File: src/rtl/flux_burst_scheduler_pkg.sv
// Shared types and the round-robin scan used by the multi-flux actors.
// Grant selection is a rotating-priority scan that starts just after the last granted flux.
package flux_sched_pkg;

   typedef enum logic {IDLE, LOCK} sched_state_t;

   localparam int MAX_FLUX = 64;
   localparam int IDXW     = $clog2(MAX_FLUX);

   // Scans last+1 .. last+nflux modulo nflux; returns last when nothing is eligible.
   function automatic logic [31:0] rr_next(input logic [MAX_FLUX-1:0] eligible,
                                           input logic [31:0]         last,
                                           input logic [31:0]         nflux);
      logic [31:0] pick;
      logic [31:0] cand;
      logic        found;
      pick  = last;
      found = 1'b0;
      for (int off = 1; off <= MAX_FLUX; off++) begin
         cand = (last + 32'(off)) % nflux;
         if (!found && (32'(off) <= nflux) && eligible[cand[IDXW-1:0]]) begin
            pick  = cand;
            found = 1'b1;
         end
      end
      return pick;
   endfunction

endpackage

File: src/rtl/flux_burst_scheduler_if.sv
// Handshake bundle between the scheduler and the actor's input/output FIFOs.
// The slave side is the scheduler; the master side owns the FIFO flags and abort.
interface flux_burst_scheduler_if #(
   parameter int FLUX = 2
);
   localparam int TAG_WIDTH = $clog2(FLUX);

   logic [FLUX-1:0]    in_empty;
   logic [FLUX-1:0]    out_full;
   logic               abort;
   logic [FLUX-1:0]    rd;
   logic               wr;
   logic [TAG_WIDTH:0] tag;
   logic               burst_last;

   modport master (
      output in_empty, out_full, abort,
      input  rd, wr, tag, burst_last
   );

   modport slave (
      input  in_empty, out_full, abort,
      output rd, wr, tag, burst_last
   );
endinterface

File: src/rtl/flux_burst_scheduler_rr_pick.sv
// Combinational rotate-priority encoder: first eligible flux after 'last', wrapping FLUX-1 -> 0.
// Zero latency; 'any' low means no flux can be granted this cycle.
module rr_pick
   import flux_sched_pkg::*;
#(
   parameter int FLUX = 2
) (
   input  logic [FLUX-1:0]          eligible,
   input  logic [$clog2(FLUX)-1:0]  last,
   output logic [$clog2(FLUX)-1:0]  idx,
   output logic                     any
);
   localparam int TAG_WIDTH = $clog2(FLUX);

   assign idx = TAG_WIDTH'(rr_next(MAX_FLUX'(eligible), 32'(last), 32'(FLUX)));
   assign any = |eligible;

endmodule

File: src/rtl/flux_burst_scheduler.sv
// Round-robin burst scheduler: locks one flux for BURST_LEN tokens, 1-cycle arbitration bubble.
// Stalls on empty/full hold the lock; FLUX_STALL_RELEASE_EN adds a stall timeout that drops it.
module flux_burst_scheduler
   import flux_sched_pkg::*;
#(
   parameter int FLUX      = 2,
   parameter int BURST_LEN = 8,
   parameter int STALL_MAX = 16
) (
   input  logic                  clk,
   input  logic                  rst_n,
   flux_burst_scheduler_if.slave bus
);
   localparam int TAG_WIDTH = $clog2(FLUX);
   localparam int CNT_W     = $clog2(BURST_LEN + 1);

   sched_state_t         state_q, state_d;
   logic [TAG_WIDTH-1:0] tag_q, tag_d;
   logic [TAG_WIDTH-1:0] last_q, last_d;
   logic [CNT_W-1:0]     cnt_q, cnt_d;
   logic [TAG_WIDTH-1:0] pick_idx;
   logic [FLUX-1:0]      eligible;
   logic                 pick_any;
   logic                 fire;
   logic                 cnt_end;

`ifdef FLUX_STALL_RELEASE_EN
   localparam int STALL_W = $clog2(STALL_MAX + 1);
   logic [STALL_W-1:0] stall_q, stall_d;
`endif

   rr_pick #(.FLUX(FLUX)) u_rr_pick (
      .eligible (eligible),
      .last     (last_q),
      .idx      (pick_idx),
      .any      (pick_any)
   );

   always_comb begin
      eligible = ~bus.in_empty & ~bus.out_full;
      fire     = (state_q == LOCK) && eligible[tag_q];
      cnt_end  = (cnt_q == CNT_W'(BURST_LEN - 1));
   end

   // Strobes are combinational so a flag change blocks the transfer in the same cycle.
   assign bus.rd         = fire ? (FLUX'(1) << tag_q) : '0;
   assign bus.wr         = fire;
   assign bus.burst_last = fire & cnt_end;
   assign bus.tag        = {state_q != LOCK, tag_q};

   always_comb begin
      state_d = state_q;
      tag_d   = tag_q;
      last_d  = last_q;
      cnt_d   = cnt_q;
`ifdef FLUX_STALL_RELEASE_EN
      stall_d = stall_q;
`endif
      case (state_q)
         IDLE: begin
            if (pick_any) begin
               state_d = LOCK;
               tag_d   = pick_idx;
               last_d  = pick_idx;
               cnt_d   = '0;
            end
`ifdef FLUX_STALL_RELEASE_EN
            stall_d = '0;
`endif
         end
         LOCK: begin
            if (fire) begin
               if (cnt_end) begin
                  state_d = IDLE;
                  cnt_d   = '0;
               end else begin
                  cnt_d = cnt_q + 1'b1;
               end
`ifdef FLUX_STALL_RELEASE_EN
               stall_d = '0;
            end else if (stall_q == STALL_W'(STALL_MAX - 1)) begin
               // Abandon the partial burst; last_q still names the stalled flux so it is scanned last.
               state_d = IDLE;
               cnt_d   = '0;
               stall_d = '0;
            end else begin
               stall_d = stall_q + 1'b1;
`endif
            end
         end
         default: state_d = IDLE;
      endcase

      if (bus.abort) begin
         state_d = IDLE;
         tag_d   = tag_q;
         last_d  = last_q;
         cnt_d   = '0;
`ifdef FLUX_STALL_RELEASE_EN
         stall_d = '0;
`endif
      end
   end

   always_ff @(posedge clk or negedge rst_n) begin
      if (!rst_n) begin
         state_q <= IDLE;
         tag_q   <= '0;
         last_q  <= TAG_WIDTH'(FLUX - 1);
         cnt_q   <= '0;
`ifdef FLUX_STALL_RELEASE_EN
         stall_q <= '0;
`endif
      end else begin
         state_q <= state_d;
         tag_q   <= tag_d;
         last_q  <= last_d;
         cnt_q   <= cnt_d;
`ifdef FLUX_STALL_RELEASE_EN
         stall_q <= stall_d;
`endif
      end
   end

endmodule

File: src/flat_wrapper.sv
// flat-port wrapper written by rule: the top's interface ports become plain ports
module flux_burst_scheduler_flat import flux_sched_pkg::*;
#(
   parameter int FLUX      = 2,
   parameter int BURST_LEN = 8,
   parameter int STALL_MAX = 16
)
  (clk, rst_n, bus_in_empty, bus_out_full, bus_abort, bus_rd, bus_wr, bus_tag, bus_burst_last);
  flux_burst_scheduler_if #(.FLUX(FLUX)) bus_i ();
  input  logic clk;
  input  logic rst_n;
  input wire logic [$bits(bus_i.in_empty)-1:0] bus_in_empty;
  input wire logic [$bits(bus_i.out_full)-1:0] bus_out_full;
  input wire logic [$bits(bus_i.abort)-1:0] bus_abort;
  output wire logic [$bits(bus_i.rd)-1:0] bus_rd;
  output wire logic [$bits(bus_i.wr)-1:0] bus_wr;
  output wire logic [$bits(bus_i.tag)-1:0] bus_tag;
  output wire logic [$bits(bus_i.burst_last)-1:0] bus_burst_last;
  assign bus_i.in_empty = bus_in_empty;
  assign bus_i.out_full = bus_out_full;
  assign bus_i.abort = bus_abort;
  assign bus_rd = bus_i.rd;
  assign bus_wr = bus_i.wr;
  assign bus_tag = bus_i.tag;
  assign bus_burst_last = bus_i.burst_last;
  flux_burst_scheduler #(.FLUX(FLUX), .BURST_LEN(BURST_LEN), .STALL_MAX(STALL_MAX)) u_core (.clk(clk), .rst_n(rst_n), .bus(bus_i));
endmodule
File: config.mk
export PLATFORM = sky130hd
export DESIGN_NAME = flux_burst_scheduler_flat
export DESIGN_NICKNAME = d
export VERILOG_FILES = /design/src/rtl/flux_burst_scheduler_pkg.sv /design/src/rtl/flux_burst_scheduler_if.sv /design/src/rtl/flux_burst_scheduler_rr_pick.sv /design/src/rtl/flux_burst_scheduler.sv /design/src/flat_wrapper.sv
export SDC_FILE = /design/constraint.sdc
export NUM_CORES = 1
export LEC_CHECK = 0
export CAP_MARGIN = 10
export CORE_AREA = 2 2 39 41
export CTS_BUF_LIST = sky130_fd_sc_hd__clkbuf_8
export DETAILED_ROUTE_END_ITERATION = 10
export DIE_AREA = 0 0 41 43
export SLEW_MARGIN = 20
export SYNTH_ARGS = -nofsm -noshare
export SYNTH_HDL_FRONTEND = slang
export SYNTH_SLANG_ARGS = --single-unit
File: constraint.sdc
create_clock -name clk -period 4.35 [get_ports clk]
set_clock_uncertainty 0.05 [all_clocks]
set_input_delay 1.0875 -clock clk [delete_from_list [all_inputs] [get_ports clk]]
set_output_delay 1.0875 -clock clk [all_outputs]
set_load 0.1 [all_outputs]
==> results_dict.tcl, run 1 <==
set metrics [dict create \
    outcome "complete, no violations" \
    worst_hold_path_type "reg2reg" \
    drt_pass1_iterations 3 \
    port-buffer-count 12 \
    synthDominantAreaCellType "sky130_fd_sc_hd__dfrtp_1" \
    path_max_fanout 7 \
    design.die.area_um2 1760 \
    fin_worst_hold_slack_ns 0.464 \
    cts_tree "yes" \
    end_kind "output port" \
    clock_sink_count 7 \
    cp_peak_stage_delay_ns 0.46 \
    timing.final.max_slew_violations 0 \
    initial_core_util 0.319 \
    htree_num_levels 1 \
    cts_made_buffers 3 \
    criticalPathCategory "in2out" \
    fp.dieH_um 43 \
    postCtsSetupRepairBufs 0 \
    ys.warnings.count 0 \
    first_pass_grt_wire_length_um 1510 \
    critPathArrivalTime_ns 2.48 \
    clkSlewWorstSetupHoldPaths_ns 0.04 \
    antenna_found_initial 0 \
    slowest_stage_cell_crit_path "sky130_fd_sc_hd__clkdlybuf4s50_1" \
    yosysSeqAreaShare 0.399 \
    min_period_ns 3.62 \
    largest_net_degree_at_the_start_of_global_routing 11 \
    gp_routability_congestion 0.743 \
    worst_ep_required_time_ns 3.21 \
    maxCapViolations 0 \
    cts.path.max_buffers 2 \
    first_iter_violations 5 \
    slew_headroom 0.360 \
    vdd_drop_max_mv 0.201 \
    setup-tns-final_ns 0 \
    tightestPinTransition_ns 0.957 \
    fp.dieW_um 41 \
    netlist.area_leader.share 0.340 \
    setup_viol 0 \
    timing.critical_path.from_type "input port" \
    synth_edf_count 0 \
    start_of_the_worst_register_to_register_path "u_core.cnt_q[0]" \
    drc 0 \
    core.rowCount 14 \
    holdPathEnd "u_core.last_q" \
    synth_top_flop_cell "sky130_fd_sc_hd__dfrtp_1" \
    numPlacedInstances 78 \
    worst-r2r-setup-slack_ns 2.87 \
    layout-drive-gt1-share 0.182 \
    cts.hold.buffers_added 0 \
    synthDistinctLibCells 26 \
    post_cts.resized_instances 0 \
    ios 13 \
    setup_ws_ns 0.730 \
    route.detailed.wl_per_inst_um 12.0 \
    power_leakage_nw 0.263 \
    place_area_um2 584 \
    grt_remaining_overflow 0 \
    grt_usage 0.135 \
    rsz0062_at_grt "false" \
    via_count 425 \
    critical_path.cell_chain "clkdlybuf4s50_1, nor2_1, a21oi_2, nor2_1, buf_12" \
    syn-instance-count 52 \
    worst_min_delay_path_startpoint "u_core.last_q" \
    core_area_um2 1380 \
    first_global_vias 388 \
    timing_hold_violations_final 0 \
    stdcell_area_um2 629 \
    cts_root_buffer "sky130_fd_sc_hd__clkbuf_8" \
    critPathMostFrequentCell "sky130_fd_sc_hd__nor2_1" \
    synth.cell_area_um2 442 \
    ant_nets 0 \
    clock_insertion_delay_worst_skew_ns 0.22 \
    totalWireLength_um 980 \
    dpl_worst_slack_ns 0.749 \
    async_flop_share 1.00 \
    diodes 0 \
    hold_depth 2 \
    layoutNonFillerInstCount 82 \
    power-per-cell-area_nw_per_um2 382 \
    synth_area_leaders "sky130_fd_sc_hd__dfrtp_1 34%, sky130_fd_sc_hd__nor2_1 6.8%, sky130_fd_sc_hd__dfstp_2 5.9%, sky130_fd_sc_hd__nor3_1 5.7%, sky130_fd_sc_hd__nand2_1 5.1%" \
    synthesis.area_per_instance_um2 8.49 \
    reg2regPathDepth 3 \
    final_net_count 75 \
    mappedNetlistNets 60 \
    syn_to_final_growth_pct 42.5 \
    ys_seq_elements 7 \
    min_period_over_period 0.832 \
    hpwl_um 783 \
    fmaxAchievable_ghz 0.276 \
    regToRegEndpoint "u_core.cnt_q[3]" \
    detail_route.vias_per_cell 5.18 \
]
registers in the layout, summed over array words and instances (netlist names):
register        cells
u_core.last_q       1
u_core.cnt_q        4
u_core.state_q      1
u_core.tag_q        1
worst max-delay path by stage:
stage,from,to,slack (ns),cells after the start
floorplan,bus_out_full[1],bus_rd[1],0.03,1
global placement,bus_out_full[1],bus_burst_last,0.79,5
global route,bus_out_full[1],bus_burst_last,0.62,5
CTS,bus_out_full[1],bus_burst_last,0.74,5
detailed placement,bus_out_full[1],bus_burst_last,0.75,5
finish,bus_out_full[1],bus_burst_last,0.73,5
layout make-up:
class	count	area (um^2)
Timing Repair Buffer	12	135
Inverter	2	7.51
Tap cell	16	20.0
Sequential cell	7	176
Fill cell	148	754
Clock buffer	3	41.3
Multi-Input combinational cell	41	245
Clock inverter	1	3.75
placed cells by master (no fill, tap or decap):
cell type and count:
sky130_fd_sc_hd__ha_1 1, sky130_fd_sc_hd__nand3_1 2, sky130_fd_sc_hd__nor4_2 1, sky130_fd_sc_hd__o311ai_0 1
sky130_fd_sc_hd__a21oi_1 2, sky130_fd_sc_hd__buf_4 2, sky130_fd_sc_hd__nand2_1 6, sky130_fd_sc_hd__o21a_1 1
sky130_fd_sc_hd__inv_2 1, sky130_fd_sc_hd__buf_12 2, sky130_fd_sc_hd__o22ai_1 1, sky130_fd_sc_hd__a31oi_1 1
sky130_fd_sc_hd__and3b_1 1, sky130_fd_sc_hd__nor4_1 1, sky130_fd_sc_hd__clkdlybuf4s50_1 8, sky130_fd_sc_hd__dfstp_2 1
sky130_fd_sc_hd__inv_1 2, sky130_fd_sc_hd__o21ai_0 1, sky130_fd_sc_hd__dfrtp_1 6, sky130_fd_sc_hd__a21oi_2 1
sky130_fd_sc_hd__clkbuf_8 3, sky130_fd_sc_hd__o211ai_1 1, sky130_fd_sc_hd__o2111ai_1 1, sky130_fd_sc_hd__mux2i_1 2
sky130_fd_sc_hd__o21ai_1 2, sky130_fd_sc_hd__nor3_1 5, sky130_fd_sc_hd__or4_1 1, sky130_fd_sc_hd__nor2_1 8
sky130_fd_sc_hd__nand2_4 1
where the power goes:
group	leakage, nW	internal (mW)	switching (mW)	total [mW]
Combinational	0.145	0.0222	0.0487	0.0709
Sequential	0.0906	0.0740	0.0102	0.0842
Clock	0.0269	0.0607	0.0249	0.0856
Yosys cell counts, types with 2 or more instances:
master / n
sky130_fd_sc_hd__nor3_1: 5
sky130_fd_sc_hd__mux2i_1: 2
sky130_fd_sc_hd__nor2_1: 8
sky130_fd_sc_hd__o21ai_1: 2
sky130_fd_sc_hd__nand3_1: 2
sky130_fd_sc_hd__dfrtp_1: 6
sky130_fd_sc_hd__nand2_1: 6
sky130_fd_sc_hd__nor4_1: 2
sky130_fd_sc_hd__a21oi_1: 2
worst max-delay path: cells and delay by family:
| family | cells | cell delay (ns) |
|---|---|---|
| AO/OA/AOI/OAI | 1 | 0.18 |
| AND/OR/NAND/NOR | 2 | 0.54 |
| buffers and inverters | 2 | 0.67 |
kinds of logic after synthesis:
group | synth area share
AOI/OAI and AO/OA | 0.179
adders and majority gates | 0.0283
buffers and inverters | 0.0595
DFF | 0.399
muxes | 0.0453
and+or+nand+nor | 0.289
stage by stage:
stage	power, mW	utilization
5_1_grt	0.255	0.455
3_5_place_dp	0.156	0.422
2_1_floorplan	0.137	-
4_1_cts	0.244	0.455
6_report	0.241	0.455
3_3_place_gp	0.156	0.422
per-layer routing:
metal	routed length [um]	global-route usage
met1	444	0.152
met2	447	0.188
met3	60	0.0628
met4	27	0.100
met5	0	0
(Power assumes the default switching activity.)
==> inputs of run 2 (changes only) <==
clock period = 3.52 ns   (was 4.35 ns; I/O delays follow)
==> results_dict.tcl, run 2 (same netlist as run 1, synthesis figures left out) <==
set metrics [dict create \
    outcome "complete, no violations" \
    routed_metal_1_wirelength_um 417 \
    layout-drive-gt1-share 0.227 \
    setup_viol 0 \
    clock_sink_count 7 \
    worst_hold_path_type "reg2reg" \
    first_iter_violations 6 \
    clkSlewWorstSetupHoldPaths_ns 0.04 \
    route.detailed.wl_per_inst_um 11.0 \
    stdcell_area_um2 654 \
    ant_nets 0 \
    cp_peak_stage_delay_ns 0.46 \
    path_depth 5 \
    min_period_over_period 0.902 \
    maxCapViolations 0 \
    first_pass_grt_wire_length_um 1490 \
    core_area_um2 1380 \
    path_max_fanout 7 \
    end_kind "output port" \
    hold_depth 2 \
    fin_worst_hold_slack_ns 0.461 \
    cts_tree "yes" \
    power-per-cell-area_nw_per_um2 458 \
    grt_remaining_overflow 0 \
    max_flop_register "u_core.cnt_q" \
    share_comb_of_total_power 0.298 \
    maxUsedRoutingLayer "met4" \
    route.met2.wl_um 379 \
    htree_num_levels 1 \
    power.share.sequential 0.344 \
    power_report.internal_total_uw 195 \
    largest_net_degree_at_the_start_of_global_routing 11 \
    design.die.area_um2 1760 \
    ios 13 \
    swShare 0.351 \
    critPathMostFrequentCell "sky130_fd_sc_hd__nor2_1" \
    post_cts.resized_instances 0 \
    cts.hold.buffers_added 0 \
    final_net_count 75 \
    final_core_utilization 0.473 \
    fp.dieH_um 43 \
    timing.critical_path.from_type "input port" \
    via_count 419 \
    dpl_worst_slack_ns 0.346 \
    place_area_um2 609 \
    min_period_ns 3.18 \
    critPathArrivalTime_ns 2.25 \
    diodes 0 \
    syn_to_final_growth_pct 48.2 \
    worst-r2r-setup-slack_ns 2.06 \
    slew_headroom 0.742 \
    port-buffer-count 12 \
    rsz0062_at_grt "false" \
    slowest_stage_cell_crit_path "sky130_fd_sc_hd__clkdlybuf4s50_1" \
    postCtsSetupRepairBufs 0 \
    vdd_drop_max_mv 0.313 \
    antenna_found_initial 0 \
    power_leakage_nw 0.271 \
    mostFrequentLayoutCell "sky130_fd_sc_hd__nor2_1" \
    setup_ws_ns 0.344 \
    worst-path-buf-inv 2 \
    cts_root_buffer "sky130_fd_sc_hd__clkbuf_8" \
    detail_route.vias_per_cell 5.11 \
    timing_hold_violations_final 0 \
    initial_core_util 0.319 \
    reg2regPathDepth 3 \
    tightestPinTransition_ns 0.383 \
    power.clock.fraction 0.358 \
    drc 0 \
    cts_made_buffers 3 \
    hpwl_um 732 \
    fp.dieW_um 41 \
    timing.critical_path.max_delay_family "buffers and inverters" \
    critical_path.cell_chain "clkdlybuf4s50_1, nor2_1, a21oi_2, nor2_1, buf_12" \
    grt_usage 0.134 \
    setup-tns-final_ns 0 \
    largest_register_ffs 4 \
    totalWireLength_um 906 \
    criticalPathCategory "in2out" \
    switchingPower_uw 105 \
    wl_met3_um 69 \
    gp_routability_congestion 0.728 \
    drt_pass1_iterations 4 \
    fmaxAchievable_ghz 0.315 \
    first_global_vias 366 \
    clock_insertion_delay_worst_skew_ns 0.23 \
    timing.final.max_slew_violations 0 \
    core.rowCount 14 \
    worst_ep_required_time_ns 2.59 \
    cts.path.max_buffers 2 \
    layout.cells.most_common_list "8 x sky130_fd_sc_hd__nor2_1, 6 x sky130_fd_sc_hd__nand2_1, 6 x sky130_fd_sc_hd__clkdlybuf4s50_1, 6 x sky130_fd_sc_hd__dfrtp_1" \
]
run 2: metrics by stage:
step,std cells,power [mW]
detailed placement,78,0.195
global placement,78,0.195
global route,82,0.315
floorplan,52,0.170
finish,82,0.300
CTS,82,0.304
run 2: per-layer routing:
metal / track usage / vias up
li1: - / 222
met1: 0.175 / 180
met2: 0.163 / 13
met3: 0.0471 / 4
met4: 0.120 / 0
met5: 0 / -
run 2: layout make-up:
type | instances | area (um^2)
Sequential cell | 7 | 176
Clock inverter | 1 | 3.75
Multi-Input combinational cell | 41 | 250
Inverter | 2 | 7.51
Fill cell | 131 | 729
Timing Repair Buffer | 12 | 155
Tap cell | 16 | 20.0
Clock buffer | 3 | 41.3
run 2: worst reg2reg max path, cell delays in order, from the launching register on:
cell and delay, ns:
sky130_fd_sc_hd__dfrtp_1 0.41, sky130_fd_sc_hd__ha_1 0.25, sky130_fd_sc_hd__or4_1 0.50, sky130_fd_sc_hd__o211ai_1 0.17
run 2: path summary, 6_finish.rpt:
check / end / start
max reg2reg: u_core.cnt_q[3] / u_core.cnt_q[0]
min reg2reg: u_core.last_q / u_core.last_q
max: bus_burst_last / bus_out_full[1]
min: u_core.last_q / u_core.last_q
max in group asynchronous: u_core.last_q / rst_n
min in group asynchronous: u_core.cnt_q[0] / rst_n
run 2: power groups by stage:
| stage | Sequential (mW) | Clock, mW | Combinational (mW) |
|---|---|---|---|
| after floorplan | 0.0998 | 0 | 0.0704 |
| after global placement | 0.104 | 0 | 0.0901 |
| after detailed placement | 0.105 | 0 | 0.0902 |
| after CTS | 0.103 | 0.111 | 0.0903 |
| after global routing | 0.105 | 0.114 | 0.0954 |
| final | 0.103 | 0.107 | 0.0893 |
